$ cat src/rtl/opb_pkg.sv
// Shared OPB definitions: bus width defaults, master state encoding and the
// register map of the board's OPB peripherals.
// Optional feature macro: OPB_CMD_MASTER_WRVERIFY_EN (adds the VFY_RD state).
package opb_pkg;

  localparam int ADDR_W_DEF = 4;
  localparam int DATA_W_DEF = 32;

  // Peripheral register addresses
  localparam logic [ADDR_W_DEF-1:0] REG_CLK_DIV     = 4'd1;
  localparam logic [ADDR_W_DEF-1:0] REG_SAMPLE_TIME = 4'd2;
  localparam logic [ADDR_W_DEF-1:0] REG_SAMPLE_TRIG = 4'd3;
  localparam logic [ADDR_W_DEF-1:0] REG_FAULT       = 4'd4;
  localparam logic [ADDR_W_DEF-1:0] REG_ENABLE      = 4'd5;
  localparam logic [ADDR_W_DEF-1:0] REG_POLARITY    = 4'd6;
  localparam logic [ADDR_W_DEF-1:0] REG_CYCLE_CNT   = 4'd7;
  localparam logic [ADDR_W_DEF-1:0] REG_OC_SET      = 4'd8;

  // Command master states
  typedef enum logic [2:0] {
    ST_IDLE   = 3'd0,
    ST_WR     = 3'd1,
    ST_RD     = 3'd2,
`ifdef OPB_CMD_MASTER_WRVERIFY_EN
    ST_RESP   = 3'd3,
    ST_VFY_RD = 3'd4
`else
    ST_RESP   = 3'd3
`endif
  } opb_state_t;

endpackage

$ cat src/rtl/opb_cmd_master.sv
// Single-outstanding OPB bus master: turns a valid/ready command stream into
// OPB register writes/reads and returns one response per command.
// Optional feature macro: OPB_CMD_MASTER_WRVERIFY_EN -- every write is followed
// by a readback of the same address; RSP_DATA carries the readback and RSP_ERR
// flags a mismatch. Without it RSP_ERR is tied low.
//
// Handshakes: a transfer on CMD_* or RSP_* happens at a rising OPB_CLK edge
// where VALID and READY are both high; VALID holds its payload until then.
module opb_cmd_master
  import opb_pkg::*;
#(
  parameter int WAIT_STATES = 1,
  parameter int ADDR_W      = ADDR_W_DEF,
  parameter int DATA_W      = DATA_W_DEF
) (
  input  logic              OPB_CLK,
  input  logic              OPB_RSTb,
  input  logic              CMD_VALID,
  output logic              CMD_READY,
  input  logic              CMD_WRITE,
  input  logic [ADDR_W-1:0] CMD_ADDR,
  input  logic [DATA_W-1:0] CMD_DATA,
  output logic              RSP_VALID,
  input  logic              RSP_READY,
  output logic [DATA_W-1:0] RSP_DATA,
  output logic              RSP_ERR,
  output logic [ADDR_W-1:0] OPB_ADDR,
  output logic [DATA_W-1:0] OPB_DI,
  input  logic [DATA_W-1:0] OPB_DO,
  output logic              OPB_WE,
  output logic              OPB_RE,
  output logic              BUSY,
  output opb_state_t        DBG_STATE
);

  localparam logic [3:0] WAIT_LOAD = 4'(WAIT_STATES);

  opb_state_t        state_q, state_d;
  logic              run_q;       // low while in reset and until the first edge after it
  logic [ADDR_W-1:0] addr_q;
  logic [DATA_W-1:0] data_q;
  logic [3:0]        cnt_q;       // remaining RE cycles after the current one
  logic [DATA_W-1:0] rsp_data_q;
  logic              accept;
  logic              we_cyc;
  logic              re_cyc;

  // The direction of the latched command is carried by the state itself
  // (WR vs RD), so no separate write flag register is kept.
  assign accept = CMD_VALID && CMD_READY;
  assign we_cyc = (state_q == ST_WR);
`ifdef OPB_CMD_MASTER_WRVERIFY_EN
  assign re_cyc = (state_q == ST_RD) || (state_q == ST_VFY_RD);
`else
  assign re_cyc = (state_q == ST_RD);
`endif

  // State register; async reset drops the strobes immediately.
  always_ff @(posedge OPB_CLK or negedge OPB_RSTb) begin
    if (!OPB_RSTb) begin
      state_q <= ST_IDLE;
      run_q   <= 1'b0;
    end else begin
      state_q <= state_d;
      run_q   <= 1'b1;
    end
  end

  // Next-state decode.
  always_comb begin
    state_d = state_q;
    case (state_q)
      ST_IDLE: if (accept) state_d = CMD_WRITE ? ST_WR : ST_RD;
`ifdef OPB_CMD_MASTER_WRVERIFY_EN
      ST_WR:     state_d = ST_VFY_RD;
      ST_VFY_RD: if (cnt_q == 4'd0) state_d = ST_RESP;
`else
      ST_WR:     state_d = ST_RESP;
`endif
      ST_RD:   if (cnt_q == 4'd0) state_d = ST_RESP;
      ST_RESP: if (RSP_READY) state_d = ST_IDLE;
      default: state_d = ST_IDLE;
    endcase
  end

  // Command latch, wait counter and response capture.
  always_ff @(posedge OPB_CLK or negedge OPB_RSTb) begin
    if (!OPB_RSTb) begin
      addr_q     <= '0;
      data_q     <= '0;
      cnt_q      <= 4'd0;
      rsp_data_q <= '0;
    end else begin
      case (state_q)
        ST_IDLE: begin
          if (accept) begin
            addr_q <= CMD_ADDR;
            data_q <= CMD_DATA;
            cnt_q  <= WAIT_LOAD;
          end
        end
        ST_WR: begin
          rsp_data_q <= data_q;
          cnt_q      <= WAIT_LOAD;
        end
        ST_RESP: ;
        default: begin
          // RD / VFY_RD: capture on the edge that ends the last RE cycle
          if (cnt_q == 4'd0) rsp_data_q <= OPB_DO;
          else               cnt_q      <= cnt_q - 4'd1;
        end
      endcase
    end
  end

`ifdef OPB_CMD_MASTER_WRVERIFY_EN
  logic rsp_err_q;

  // Readback mismatch flag, computed on the full data width.
  always_ff @(posedge OPB_CLK or negedge OPB_RSTb) begin
    if (!OPB_RSTb) begin
      rsp_err_q <= 1'b0;
    end else if (re_cyc && cnt_q == 4'd0) begin
      rsp_err_q <= (state_q == ST_VFY_RD) && (OPB_DO != data_q);
    end
  end

  assign RSP_ERR = rsp_err_q;
`else
  assign RSP_ERR = 1'b0;
`endif

  assign CMD_READY = run_q && (state_q == ST_IDLE);
  assign RSP_VALID = (state_q == ST_RESP);
  assign RSP_DATA  = rsp_data_q;
  assign OPB_WE    = we_cyc;
  assign OPB_RE    = re_cyc;
  assign OPB_ADDR  = (we_cyc || re_cyc) ? addr_q : '0;
  assign OPB_DI    = we_cyc ? data_q : '0;
  assign BUSY      = (state_q != ST_IDLE);
  assign DBG_STATE = state_q;

endmodule

$ cat config.mk
export PLATFORM = sky130hd
export DESIGN_NAME = opb_cmd_master
export DESIGN_NICKNAME = d
export VERILOG_FILES = /design/src/rtl/opb_pkg.sv /design/src/rtl/opb_cmd_master.sv
export SDC_FILE = /design/constraint.sdc
export NUM_CORES = 1
export LEC_CHECK = 0
export CORE_ASPECT_RATIO = 0.75
export CORE_MARGIN = 2
export CORE_UTILIZATION = 47
export DETAILED_ROUTE_END_ITERATION = 16
export GPL_TIMING_DRIVEN = 1
export PLACE_DENSITY = 0.87
export SLEW_MARGIN = 30
export SYNTH_ARGS = -nofsm -noshare
export SYNTH_HDL_FRONTEND = slang
export SYNTH_SLANG_ARGS = --single-unit
$ cat constraint.sdc
create_clock -name OPB_CLK -period 3.2 [get_ports OPB_CLK]
set_input_delay 0.64 -clock OPB_CLK [delete_from_list [all_inputs] [get_ports OPB_CLK]]
set_output_delay 0.64 -clock OPB_CLK [all_outputs]
set_load 0.02 [all_outputs]
==> impl_metrics.csv <==
group,metric,value,unit
critical_path,crit_type,"reg -> out",
logic_synthesis,synth_compound_area_share,2.57,%
sta,fin_worst_skew,0.00911,ns
logic_synthesis,yosysTopAreaCellShare,51.4,%
layout,final_cells,526,
clock_tree,tritoncts,"done",
sta,finalCritPeriodShare,95.0,%
routing,drc,0,
sta,worst_pin_slew,0.701,ns
critical_path,path_max_fanout,31,
layout,layout_commonest_cell,"clkdlybuf4s50_1",
layout,syn2layout_area_growth,49.2,%
logic_synthesis,yosys_warnings,0,
routing,wl,8.75,mm
logic_synthesis,synth.cell_area,0.00365,mm²
layout,final_area,0.00545,mm²
clock_tree,root_buffer,"clkbuf_8",
clock_tree,cts_buffer_depth,2,
critical_path,cp.arrival,2.40,ns
pwr,peakVddDrop,0.640,mV
pwr,power.density,1070,mW/mm²
hold_path,hold_path_class,"in -> async",
logic_synthesis,synth.distinct_cells,29,
floorplanning,core,0.00743,mm²
logic_synthesis,synth_top_family_by_area,"multiplexers",
clock_tree,holdBufCountCts,0,
place,gp_congestion,0.793,
logic_synthesis,yosys.area.top_type,"dfrtp_1",
routing,drt-initial-drc-count,77,
flow_run,drv_cap,0,
sta,final_max_slew_viol_count,0,
critical_path,cp.required,2.56,ns
sta,slew_headroom,53.3,%
run_status,status,"finished, final reports clean",
logic_synthesis,yosys.area_share.adder,2.40,%
routing,ant_nets,0,
clock_tree,clk_pin_slew_worst_paths,0.08,ns
routing,firstDrtPassIters,4,
routing,routedWlPerCell,16.6,µm
sta,fmax,329,MHz
floorplanning,dieArea,0.00849,mm²
grt,grt_max_degree,76,
clock_tree,clk_latency,0.35,ns
clock_tree,cts_setup_buffers,0,
sta,rsz0062_at_grt,"no",
logic_synthesis,yosysSeqAreaShare,51.4,%
clock_tree,cts_resized,0,
grt,grt_pass1_wl,14.1,mm
routing,viasPerCell,4.98,
grt,overflow,0,
logic_synthesis,synth_seq_cells,75,
layout,n_antenna_cell,0,
floorplanning,die_y,80.3,µm
clock_tree,clock_sinks,75,
grt,antenna_found_initial,0,
logic_synthesis,synth_cells,272,
logic_synthesis,synth-simple-area-share,8.40,%
critical_path,cp-start-kind,"flip-flop",
floorplanning,die_w,106,µm
sta,setup_viol,0,
logic_synthesis,synth_xor_xnor_area_share,0,%
routing,num_vias,2622,
logic_synthesis,avgSynthCellArea,13.4,µm²
place,dpl_cell_area,0.00522,mm²
layout,nets,500,
place,placedCellCount,510,
floorplanning,start_util,49.1,%
grt,grt_pass1_vias,2743,
logic_synthesis,synth_top_cells_by_area,"dfrtp_1 (51%), mux2_2 (30%), and2_1 (6.3%)",
sta,setup-tns-final,0,ns
logic_synthesis,synth_mux_area_share,31.7,%
critical_path,critPathCaptureType,"output pin",
pwr,p_total,0.00585,W
sta,finalHoldViolations,0,
clock_tree,cts_buffers,9,
place,dp_hpwl,6.26,mm
pwr,leakagePower,2.27,nW
clock_tree,h-tree-depth,3,
layout,layout-drive-gt1-share,28.9,%
floorplanning,rows,27,
sta,fin_crit,3.04,ns
floorplanning,pin_count,150,
layout,most-common-layout-cells,"clkdlybuf4s50_1 (146), mux2_2 (96), dfrtp_1 (75)",
grt,grtUsageTotal,21.6,%
place,portBuffers,147,
logic make-up (layout without fill, tap and decap cells):
group	Yosys count	count (layout)
muxes	103	103
DFF	75	75
and+or+nand+nor	50	50
buffers and inverters	24	176
AOI/OAI and AO/OA	11	11
adders and majority gates	7	7
other	2	3
worst paths after layout:
path                                           from                       end  cells after the start  slack [ns]
hold / removal                             OPB_RSTb  RSP_DATA[16]$_DFFE_PN0P_                      1        0.30
setup / recovery           DBG_STATE[1]$_DFFE_PN0P_                OPB_DI[20]                      5        0.16
hold reg to reg             RSP_DATA[3]$_DFFE_PN0P_   RSP_DATA[3]$_DFFE_PN0P_                      1        0.49
min in group OPB_CLK        RSP_DATA[3]$_DFFE_PN0P_   RSP_DATA[3]$_DFFE_PN0P_                      1        0.49
setup reg to reg           DBG_STATE[1]$_DFFE_PN0P_  RSP_DATA[13]$_DFFE_PN0P_                      6        0.94
max in group asynchronous                  OPB_RSTb  RSP_DATA[20]$_DFFE_PN0P_                      1        2.40
stage by stage:
step           utilization (%)  setup slack (ns)  hold slack, ns
6_report                  73.3             0.159           0.296
5_1_grt                   73.3           0.00727           0.351
4_1_cts                   73.2             0.139           0.459
3_5_place_dp              70.2             0.530           0.482
3_3_place_gp              70.2             0.636           0.467
2_1_floorplan                -             0.891           0.344
worst max-delay path, cell delays in order, from the launching register on:
cell	delay, ns
dfrtp_1	0.45
inv_1	0.13
ha_2	0.31
buf_4	0.35
and2_1	0.19
clkdlybuf4s50_1	0.61
layout make-up:
type                            instances  area, µm²
Tap cell                              101        126
Fill cell                             503       1990
Multi-Input combinational cell        174       1660
Inverter                                7       26.3
Sequential cell                        75       1880
Clock buffer                           10        138
Timing Repair Buffer                  153       1530
Clock inverter                          6       88.8
layer usage:
layer	wire (µm)	global-route usage (%)	up-vias
met5	0	0	-
met4	90	5.53	0
li1	-	-	1234
met1	4040	28.5	1269
met2	3830	33.9	108
met3	788	8.12	11
cell usage after synthesis (all sizes together):
| master | n |
|---|---|
| mux2 | 102 |
| dfrtp | 75 |
| and2 | 37 |
| buf | 13 |
| ha | 7 |
| inv | 7 |
| clkbuf | 4 |
| nor2 | 3 |
| a211oi | 2 |
| conb | 2 |
| nand2 | 2 |
| nand3 | 2 |
| nor3 | 2 |
| o22ai | 2 |
| a21boi | 1 |
| a21oi | 1 |
| a221oi | 1 |
| mux2i | 1 |
| nor2b | 1 |
| nor3b | 1 |
| o21a | 1 |
| o21ai | 1 |
| o21bai | 1 |
| o31ai | 1 |
| or3 | 1 |
| or3b | 1 |
flip-flops by register name (all words and copies together) (netlist names):
signal and count:
data_q 32, RSP_DATA 32, addr_q 4, cnt_q 4
run_q 1, DBG_STATE 2
power breakdown:
part	total [W]	switching [W]	leakage, nW	internal (W)
clock	0.000824	0.000364	0.108	0.000460
sequential	0.00172	0.000287	0.898	0.00144
combinational	0.00330	0.00151	1.26	0.00180
total	0.00585	0.00216	2.27	0.00370
(Power assumes the default switching activity.)
